### config.mk
export PLATFORM = sky130hd
export DESIGN_NAME = uart_tx
export DESIGN_NICKNAME = d
export VERILOG_FILES = /design/src/rtl/uart_tx.sv
export SDC_FILE = /design/constraint.sdc
export NUM_CORES = 1
export LEC_CHECK = 0
export ABC_AREA = 0
export CORE_MARGIN = 8
export CORE_UTILIZATION = 55
export CTS_CLUSTER_SIZE = 14
export DETAILED_ROUTE_END_ITERATION = 16
export GPL_TIMING_DRIVEN = 0
export HOLD_SLACK_MARGIN = 0.06
export PLACE_DENSITY_LB_ADDON = 0.1
export SYNTH_ARGS = -nofsm -noshare
export SYNTH_HDL_FRONTEND = slang
export SYNTH_SLANG_ARGS = --single-unit
### constraint.sdc
create_clock -name clk -period 3.8 [get_ports clk]
set_clock_uncertainty 0.2 [all_clocks]
set_input_delay 0.38 -clock clk [delete_from_list [all_inputs] [get_ports clk]]
set_output_delay 0.38 -clock clk [all_outputs]
set_load 0.01 [all_outputs]
### src/rtl/uart_tx.sv
// UART transmitter: 8 data bits LSB first, optional even/odd parity, 1-3 stop bits.
// Bit period is (limit+1) clk cycles; the limit is shadowed and latched per frame.
//
// state  | meaning
// IDLE   | line high, s_ready follows cr_tx_en
// START  | start bit (tx=0)
// DATA   | eight data bits, LSB first
// PARITY | optional parity bit
// STOP   | one to three stop bits (tx=1)
module uart_tx (
    input  logic        clk,
    input  logic        reset_n,
    input  logic        cr_pbit,
    input  logic        cr_ptype,
    input  logic [1:0]  cr_sbit,
    input  logic [31:0] cr_baud_limit,
    input  logic        cr_baud_update,
    input  logic        cr_tx_en,
    input  logic [7:0]  s_data,
    input  logic        s_valid,
    output logic        s_ready,
    output logic        tx,
    output logic        busy,
    output logic        frame_done
);

    typedef enum logic [2:0] {
        IDLE   = 3'd0,
        START  = 3'd1,
        DATA   = 3'd2,
        PARITY = 3'd3,
        STOP   = 3'd4
    } state_t;

    localparam logic [31:0] RESET_LIMIT = 32'd433;

    state_t      state;
    logic [31:0] shadow_limit;
    logic [31:0] active_limit;
    logic [31:0] baud_cnt;
    logic [7:0]  data_q;
    logic        pbit_q;
    logic        ptype_q;
    logic [1:0]  sbit_q;
    logic [2:0]  bit_idx;
    logic [1:0]  stop_idx;
    logic        tick;
    logic        xfer;
    logic        last_stop;

    assign s_ready = (state == IDLE) && cr_tx_en;
    assign busy    = (state != IDLE);
    assign xfer    = s_valid && s_ready;
    assign tick    = (baud_cnt == active_limit);

    // sbit codes 10 and 11 both mean three stop bits
    always_comb begin
        last_stop = 1'b0;
        case (sbit_q)
            2'b00:   last_stop = (stop_idx == 2'd0);
            2'b01:   last_stop = (stop_idx == 2'd1);
            default: last_stop = (stop_idx == 2'd2);
        endcase
    end

    assign frame_done = (state == STOP) && tick && last_stop;

    always_ff @(posedge clk or negedge reset_n) begin
        if (!reset_n) begin
            shadow_limit <= RESET_LIMIT;
        end else if (cr_baud_update) begin
            shadow_limit <= cr_baud_limit;
        end
    end

    always_ff @(posedge clk or negedge reset_n) begin
        if (!reset_n) begin
            state        <= IDLE;
            tx           <= 1'b1;
            baud_cnt     <= 32'd0;
            bit_idx      <= 3'd0;
            stop_idx     <= 2'd0;
            active_limit <= RESET_LIMIT;
            data_q       <= 8'd0;
            pbit_q       <= 1'b0;
            ptype_q      <= 1'b0;
            sbit_q       <= 2'd0;
        end else begin
            if (state != IDLE) begin
                baud_cnt <= tick ? 32'd0 : baud_cnt + 32'd1;
            end
            case (state)
                IDLE: begin
                    tx <= 1'b1;
                    if (xfer) begin
                        data_q       <= s_data;
                        pbit_q       <= cr_pbit;
                        ptype_q      <= cr_ptype;
                        sbit_q       <= cr_sbit;
                        // same-cycle update bypasses the shadow register
                        active_limit <= cr_baud_update ? cr_baud_limit : shadow_limit;
                        baud_cnt     <= 32'd0;
                        tx           <= 1'b0;
                        state        <= START;
                    end
                end
                START: begin
                    if (tick) begin
                        bit_idx <= 3'd0;
                        tx      <= data_q[0];
                        state   <= DATA;
                    end
                end
                DATA: begin
                    if (tick) begin
                        if (bit_idx == 3'd7) begin
                            if (pbit_q) begin
                                tx    <= ptype_q ? ~^data_q : ^data_q;
                                state <= PARITY;
                            end else begin
                                tx       <= 1'b1;
                                stop_idx <= 2'd0;
                                state    <= STOP;
                            end
                        end else begin
                            bit_idx <= bit_idx + 3'd1;
                            tx      <= data_q[bit_idx + 3'd1];
                        end
                    end
                end
                PARITY: begin
                    if (tick) begin
                        tx       <= 1'b1;
                        stop_idx <= 2'd0;
                        state    <= STOP;
                    end
                end
                STOP: begin
                    tx <= 1'b1;
                    if (tick) begin
                        if (last_stop) begin
                            stop_idx <= 2'd0;
                            state    <= IDLE;
                        end else begin
                            stop_idx <= stop_idx + 2'd1;
                        end
                    end
                end
                default: begin
                    tx    <= 1'b1;
                    state <= IDLE;
                end
            endcase
        end
    end

endmodule

==> impl_metrics.csv <==
group,metric,value,unit
power_and_ir_drop,pwr_density_cell,684.5,nW/um^2
timing,rsz0062_at_grt,"false",
power_and_ir_drop,leakage,2.955,nW
cells_and_area,nFillCells,779,
routing,dr.pass1.iters,6,
floorplan,die_x,117.6,um
place,gp_congestion,0.8671,
status,status,"finished clean",
logic_synthesis,yosysMostFrequentCell,"dfrtp_1",
worst_setup_path,critical_path_class,"register to output pin",
floorplan,placementRows,37,
clock_tree,clockRootBuffer,"clkbuf_8",
routing,wl_per_cell,17.86,um
clock_tree,numCtsBuffers,17,
floorplan,fp.dieArea,13830,sq um
routing,drtIter0Drc,341,
timing,setup_violations,0,
clock_tree,cts_max_path_buffers,2,
logic_synthesis,syn-cell-area,5677,sq um
logic_synthesis,ys_types,53,
cells_and_area,stdcell_count,708,
cells_and_area,final_nets,612,
timing,slew_violations,0,
worst_setup_path,rrSetupSlack,850,ps
cells_and_area,syn_to_final_growth,23.23,%
global_routing,grt-ovfl-total,0,
timing,max-slew-margin-rel,55.42,%
routing,antenna_left,0,
place,portBuffers,51,
worst_setup_path,reg2reg_to,"baud_cnt[20]$_DFF_PN0_",
logic_synthesis,yosys.area.top_type_share,46.73,%
logic_synthesis,synth_edf_count,0,
logic_synthesis,syn-num-nets,541,
worst_setup_path,r2r-start,"baud_cnt[24]$_DFF_PN0_",
worst_setup_path,max_stage_delay,570,ps
power_and_ir_drop,total_power,4.788,mW
logic_synthesis,yosysTopAreaCell,"dfrtp_1",
power_and_ir_drop,vdd_drop_max,0.4504,mV
routing,totalWireLength,12650,um
routing,avgViaCountPerCell,5.811,
timing,finalCritPeriodShare,94.80,%
global_routing,gr-usage-all-layers,18.63,%
hold_path,worstHoldPathType,"input pin to async pin",
worst_setup_path,crit_path_cell_trace,"xor2_1, nor4_1, nand4_1, or2_1, clkbuf_1, nor3_1, clkdlybuf4s50_1",
timing,final_hold_viol_count,0,
floorplan,ioPinCount,53,
place,dpl.hpwl,8726,um
job,maxCapViolCount,0,
logic_synthesis,yosys-top-cells-area,"dfrtp_1 47%, mux2_2 15%, dfstp_2 5.1%, xor2_1 5.1%, a21oi_1 2.2%",
logic_synthesis,yosysWarnings,0,
worst_setup_path,crit_slowest_cell,"clkdlybuf4s50_1",
cells_and_area,antennaDiodeCount,0,
clock_tree,htreeDepth,4,
global_routing,grt_pass1_wl,20990,um
worst_setup_path,crit_path_end_kind,"output pin",
timing,setup_tns,0,ps
clock_tree,cts_tree,"built",
floorplan,start_util,55.74,%
logic_synthesis,syn_inst,488,
logic_synthesis,synth_common_cells,"106 x dfrtp_1, 76 x mux2_2, 33 x xor2_1",
clock_tree,clk_pin_slew_worst_paths,60,ps
logic_synthesis,ys.flop_type,"dfrtp_1",
logic_synthesis,ys_seq_area_share,51.82,%
global_routing,grt_max_degree,71,
timing,tightestPinTransition,668.7,ps
cells_and_area,drive_gt1_share,25.17,%
worst_setup_path,critPathMaxFanout,7,
routing,vias,4114,
global_routing,antenna_found_initial,0,
routing,drc,0,
floorplan,core,10180,sq um
place,dpl.cell_count,676,
clock_tree,cts.sinks,117,
logic_synthesis,synthArstFlopShare,100.0,%
logic_synthesis,synth.ff_latch_count,117,
floorplan,die_h,117.6,um
global_routing,grt_pass1_vias,4307,
worst_setup_path,reg2reg_depth,9,
worst_setup_path,crit_path_start_kind,"register",
clock_tree,clk_latency,510,ps
timing,fmax,0.2776,GHz
worst_setup_path,cp.required,3220,ps
timing,period_needed,3602,ps
worst_setup_path,worstPathArrival,3020,ps
logic_synthesis,synth_area_per_cell,11.63,sq um
==> layer usage <==
metal	part of all wire [%]	GRT usage, %	routed length, um
met5	0	0	0
met4	1.5	5.765	189
met1	45	24.26	5654
met2	48	29.94	6054
met3	5.9	4.700	749
==> power breakdown <==
part | internal (mW) | leakage [nW] | total (mW) | switching, mW
Combinational | 0.657 | 1.24 | 1.23 | 0.576
Sequential | 1.64 | 1.44 | 1.99 | 0.349
Clock | 0.995 | 0.278 | 1.56 | 0.567
==> how the worst max path moves through the flow <==
stage                            from                    end  slack (ps)  depth (start not counted)
2_1_floorplan  baud_cnt[10]$_DFF_PN0_             frame_done        1400                          7
3_3_place_gp                  reset_n  data_q[4]$_DFFE_PN0P_       -2340                          1
3_5_place_dp   baud_cnt[24]$_DFF_PN0_             frame_done         540                          8
4_1_cts        baud_cnt[24]$_DFF_PN0_             frame_done         120                          8
5_1_grt         baud_cnt[4]$_DFF_PN0_             frame_done           1                          7
6_report        baud_cnt[4]$_DFF_PN0_             frame_done         200                          7
==> cell usage in the layout, fill, tap and decap left out, types with 4 or more instances in the layout <==
cell             count
clkbuf_16           16
nand2b_1             8
nor2_1              18
or2_2                4
a31oi_1             13
clkbuf_1            14
and3_1               4
mux2_2              76
buf_1                4
xor2_1              33
buf_2                5
nand2_1             26
xnor2_1              7
ha_1                 4
inv_1               11
nand4_1              9
nand3_1             15
mux2i_1              8
nor4_1               7
or3_1                7
o21ai_0             17
dfstp_2             11
a22o_1               4
nor3_1               5
clkdlybuf4s50_1     50
clkinv_2             4
and4_1               5
a21oi_1             25
dfrtp_1            106
==> critical path, delay by kind of cell (launching register included) <==
family | cells | cell delay (ps)
flops | 1 | 450
simple gates | 4 | 1110
xor+xnor | 1 | 210
buf+inv | 2 | 740
==> layout make-up <==
class	count	area [sq um]	area share [%]
Inverter	11	41.29	0.5902
Timing Repair Buffer	54	556.8	7.959
Multi-Input combinational cell	334	2590	37.02
Clock buffer	19	421.7	6.028
Clock inverter	13	158.9	2.272
Sequential cell	117	2942	42.05
Tap cell	136	170.2	2.432
Buffer	24	115.1	1.645
==> sequential cells by signal, summed over array words and instances, names as in the netlist <==
signal and cells:
data_q 8, state 3, bit_idx 3, tx 1
shadow_limit 32, pbit_q 1, ptype_q 1, active_limit 32
stop_idx 2, baud_cnt 32, sbit_q 2
==> cell families after synthesis <==
family / Yosys count / share of synthesized area (%)
XOR/XNOR: 40 / 6.172
AND/OR/NAND/NOR: 121 / 11.64
AO/OA/AOI/OAI: 83 / 9.323
multiplexers: 86 / 17.28
flip-flops: 117 / 51.82
adder cells (fa/ha/maj): 4 / 0.8817
buffers and inverters: 37 / 2.887
==> per-stage QoR <==
step / instance area (sq um) / utilization, % / worst slack [ps] / hold WS [ps]
floorplan: 5677 / - / 1399 / -115.6
global placement: 6357 / 62.42 / -2339 / 277.7
detailed placement: 6386 / 62.70 / 542.7 / 144.5
CTS: 6984 / 68.57 / 117.8 / 171.4
global route: 6995 / 68.69 / 1.442 / 186.4
finish: 6995 / 68.69 / 197.6 / 167.0
==> repair_timing <==
item                                    in CTS  in global routing
endpoints found under the setup margin       1                  1
pin swaps                                    1                  0
endpoints found under the hold margin      107                  0
buffers inserted                             1                  0
hold buffers                                 1                  0
gates resized for setup                      0                  3
No activity file was read; power rests on OpenSTA's default activity.
==> RTL change: new RTL, same settings <==
Add an input register stage for `cr_baud_limit` and `cr_baud_update`, without a reset; this delays them by one clock. The other inputs are not delayed to match.
--- a/src/rtl/uart_tx.sv
+++ b/src/rtl/uart_tx.sv
@@ -35,4 +35,12 @@
     localparam logic [31:0] RESET_LIMIT = 32'd433;
 
+    logic [31:0] cr_baud_limit_q;
+    logic cr_baud_update_q;
+
+    always_ff @(posedge clk) begin
+        cr_baud_limit_q  <= cr_baud_limit;
+        cr_baud_update_q <= cr_baud_update;
+    end
+
     state_t      state;
     logic [31:0] shadow_limit;
@@ -69,6 +77,6 @@
         if (!reset_n) begin
             shadow_limit <= RESET_LIMIT;
-        end else if (cr_baud_update) begin
-            shadow_limit <= cr_baud_limit;
+        end else if (cr_baud_update_q) begin
+            shadow_limit <= cr_baud_limit_q;
         end
     end
@@ -99,5 +107,5 @@
                         sbit_q       <= cr_sbit;
                         // same-cycle update bypasses the shadow register
-                        active_limit <= cr_baud_update ? cr_baud_limit : shadow_limit;
+                        active_limit <= cr_baud_update_q ? cr_baud_limit_q : shadow_limit;
                         baud_cnt     <= 32'd0;
                         tx           <= 1'b0;
Formal check against the unedited RTL: not equivalent (a bounded check fails within 4 cycles, from zero or initial values and one cycle with reset_n low).
==> RTL change against the original RTL <==
  * Worst setup slack better by 0.094 ns
  * Design area is 11% higher
  * Via count is 6.6% higher
  * Global-route usage is 0.31 points lower
  * Total power is 12% higher
  * Synthesized area is 14% higher
  * Routed wire length is 8.6% higher
  * Sequential cell count is 33 higher
  * Highest routed layer unchanged
==> RTL change: results (changes against the original RTL) <==
metric,value,unit,change
r2r_end,baud_cnt[18],,
nets,655,,+7.0%
dp_slack,0.570,ns,+0.0275 ns
drive_gt1_share,25.4,%,+0.19 points
leakage,3.24,nW,+9.8%
rrSetupSlack,1.07,ns,+0.22 ns
irDropWorstVdd,472,uV,+4.7%
cts_setup_buffers,0,,-1
reg2regPathDepth,8,,-1
ys_seq_area_share,55.7,%,+3.9 points
synth_fa_ha_area_share,0.774,%,-0.11 points
rr_startpoint,baud_cnt[1],,
status,completed,,
synthTopCellsByArea,"dfrtp_1 (41%), mux2_2 (13%), dfxtp_1 (10%)",,
place_hpwl,9740,um,+12%
clk_latency,0.43,ns,-0.08 ns
drt_iter0_drc,301,,-12%
synth_xor_area_share,5.42,%,-0.75 points
port-buffer-count,52,,+2.0%
fillers,895,,+15%
syn-num-nets,582,,+7.6%
grt_usage,18.3,%,-0.31 points
drt_pass1_iterations,7,,+1
synth_mux_area_share,15.4,%,-1.9 points
max_slew.worst_pin.slew,0.851,ns,+0.182 ns
viasPerCell,5.79,,-0.40%
synth_compound_area_share,9.62,%,+0.29 points
place_congestion,0.864,,-0.39%
ys_warn_count,0,,unchanged
grt_start_max_net_pins,80,,+13%
hold_path_depth,1,,
critical_path_peak_fanout,5,,-2
wire_per_inst,18.1,um,+1.5%
crit_arrival,2.93,ns,-0.09 ns
yosysUniqueCellTypes,62,,+17%
cts.path.max_buffers,2,,unchanged
min-delay-path-class,in -> reg,,
synth_common_cells,"dfrtp_1 (106), mux2_2 (76), xnor2_1 (40)",,
ys_async_sr_fraction,78.0,%,-22 points
fin_tns_setup,0,ns,unchanged
first_global_vias,4578,,+6.3%
grt_pass1_wl,22800,um,+8.8%
## RTL change: power breakdown
part | switching, W | total (W) | internal, W
Combinational | 0.000634 | 0.00137 | 0.000739
Clock | 0.000631 | 0.00163 | 0.000999
Sequential | 0.000341 | 0.00236 | 0.00202
## RTL change: what timing repair did
item / in CTS / in global routing
hold endpoints to repair: 38 / 0
hold buffers: 1 / 0
endpoints found under the setup margin: 0 / 1
gates resized for setup: 0 / 1
## RTL change: cells by family (layout without fill, tap and decap cells)
group / Yosys count / count (layout)
flip-flops: 150 / 150
AND/OR/NAND/NOR: 113 / 113
AO/OA/AOI/OAI: 92 / 92
multiplexers: 87 / 87
buffers and inverters: 43 / 129
XOR/XNOR: 40 / 40
adder cells (fa/ha/maj): 4 / 4
## RTL change: layout make-up
cell class                 instances  share of cell area, %
buffer                            29                   1.88
clock buffer                      24                   6.06
clock inverter                     8                   1.29
inverter                          14                  0.675
multi-input combinational        336                   34.4
sequential                       150                   46.3
tap                              143                   2.30
timing repair buffer              54                   7.18
## RTL change: per-layer routing
metal	global-route usage (%)	vias to the layer above	share of wire (%)
li1	-	2052	-
met1	22.4	2170	44
met2	29.1	137	48
met3	5.87	28	6.0
met4	7.94	0	2.2
met5	0	-	0
## RTL change: worst max path at each step
stage                      start          to  slack, ns
global placement         reset_n   data_q[4]      -2.40
CTS                  baud_cnt[9]  frame_done       0.10
detailed placement  baud_cnt[30]  frame_done       0.57
finish               baud_cnt[1]  frame_done       0.29
global route         baud_cnt[6]  frame_done       0.10
floorplan             bit_idx[0]          tx       1.58
## RTL change: stage by stage
step	cell area (um2)	instances	utilization, %	hold slack (ns)	total power, W
6_report	7790	758	67.9	0.191	0.00536
5_1_grt	7790	758	67.9	0.180	0.00565
4_1_cts	7780	758	67.8	0.183	0.00540
3_5_place_dp	7200	725	62.7	0.109	0.00375
3_3_place_gp	7170	724	62.5	0.260	0.00370
2_1_floorplan	6470	529	-	-0.116	0.00332
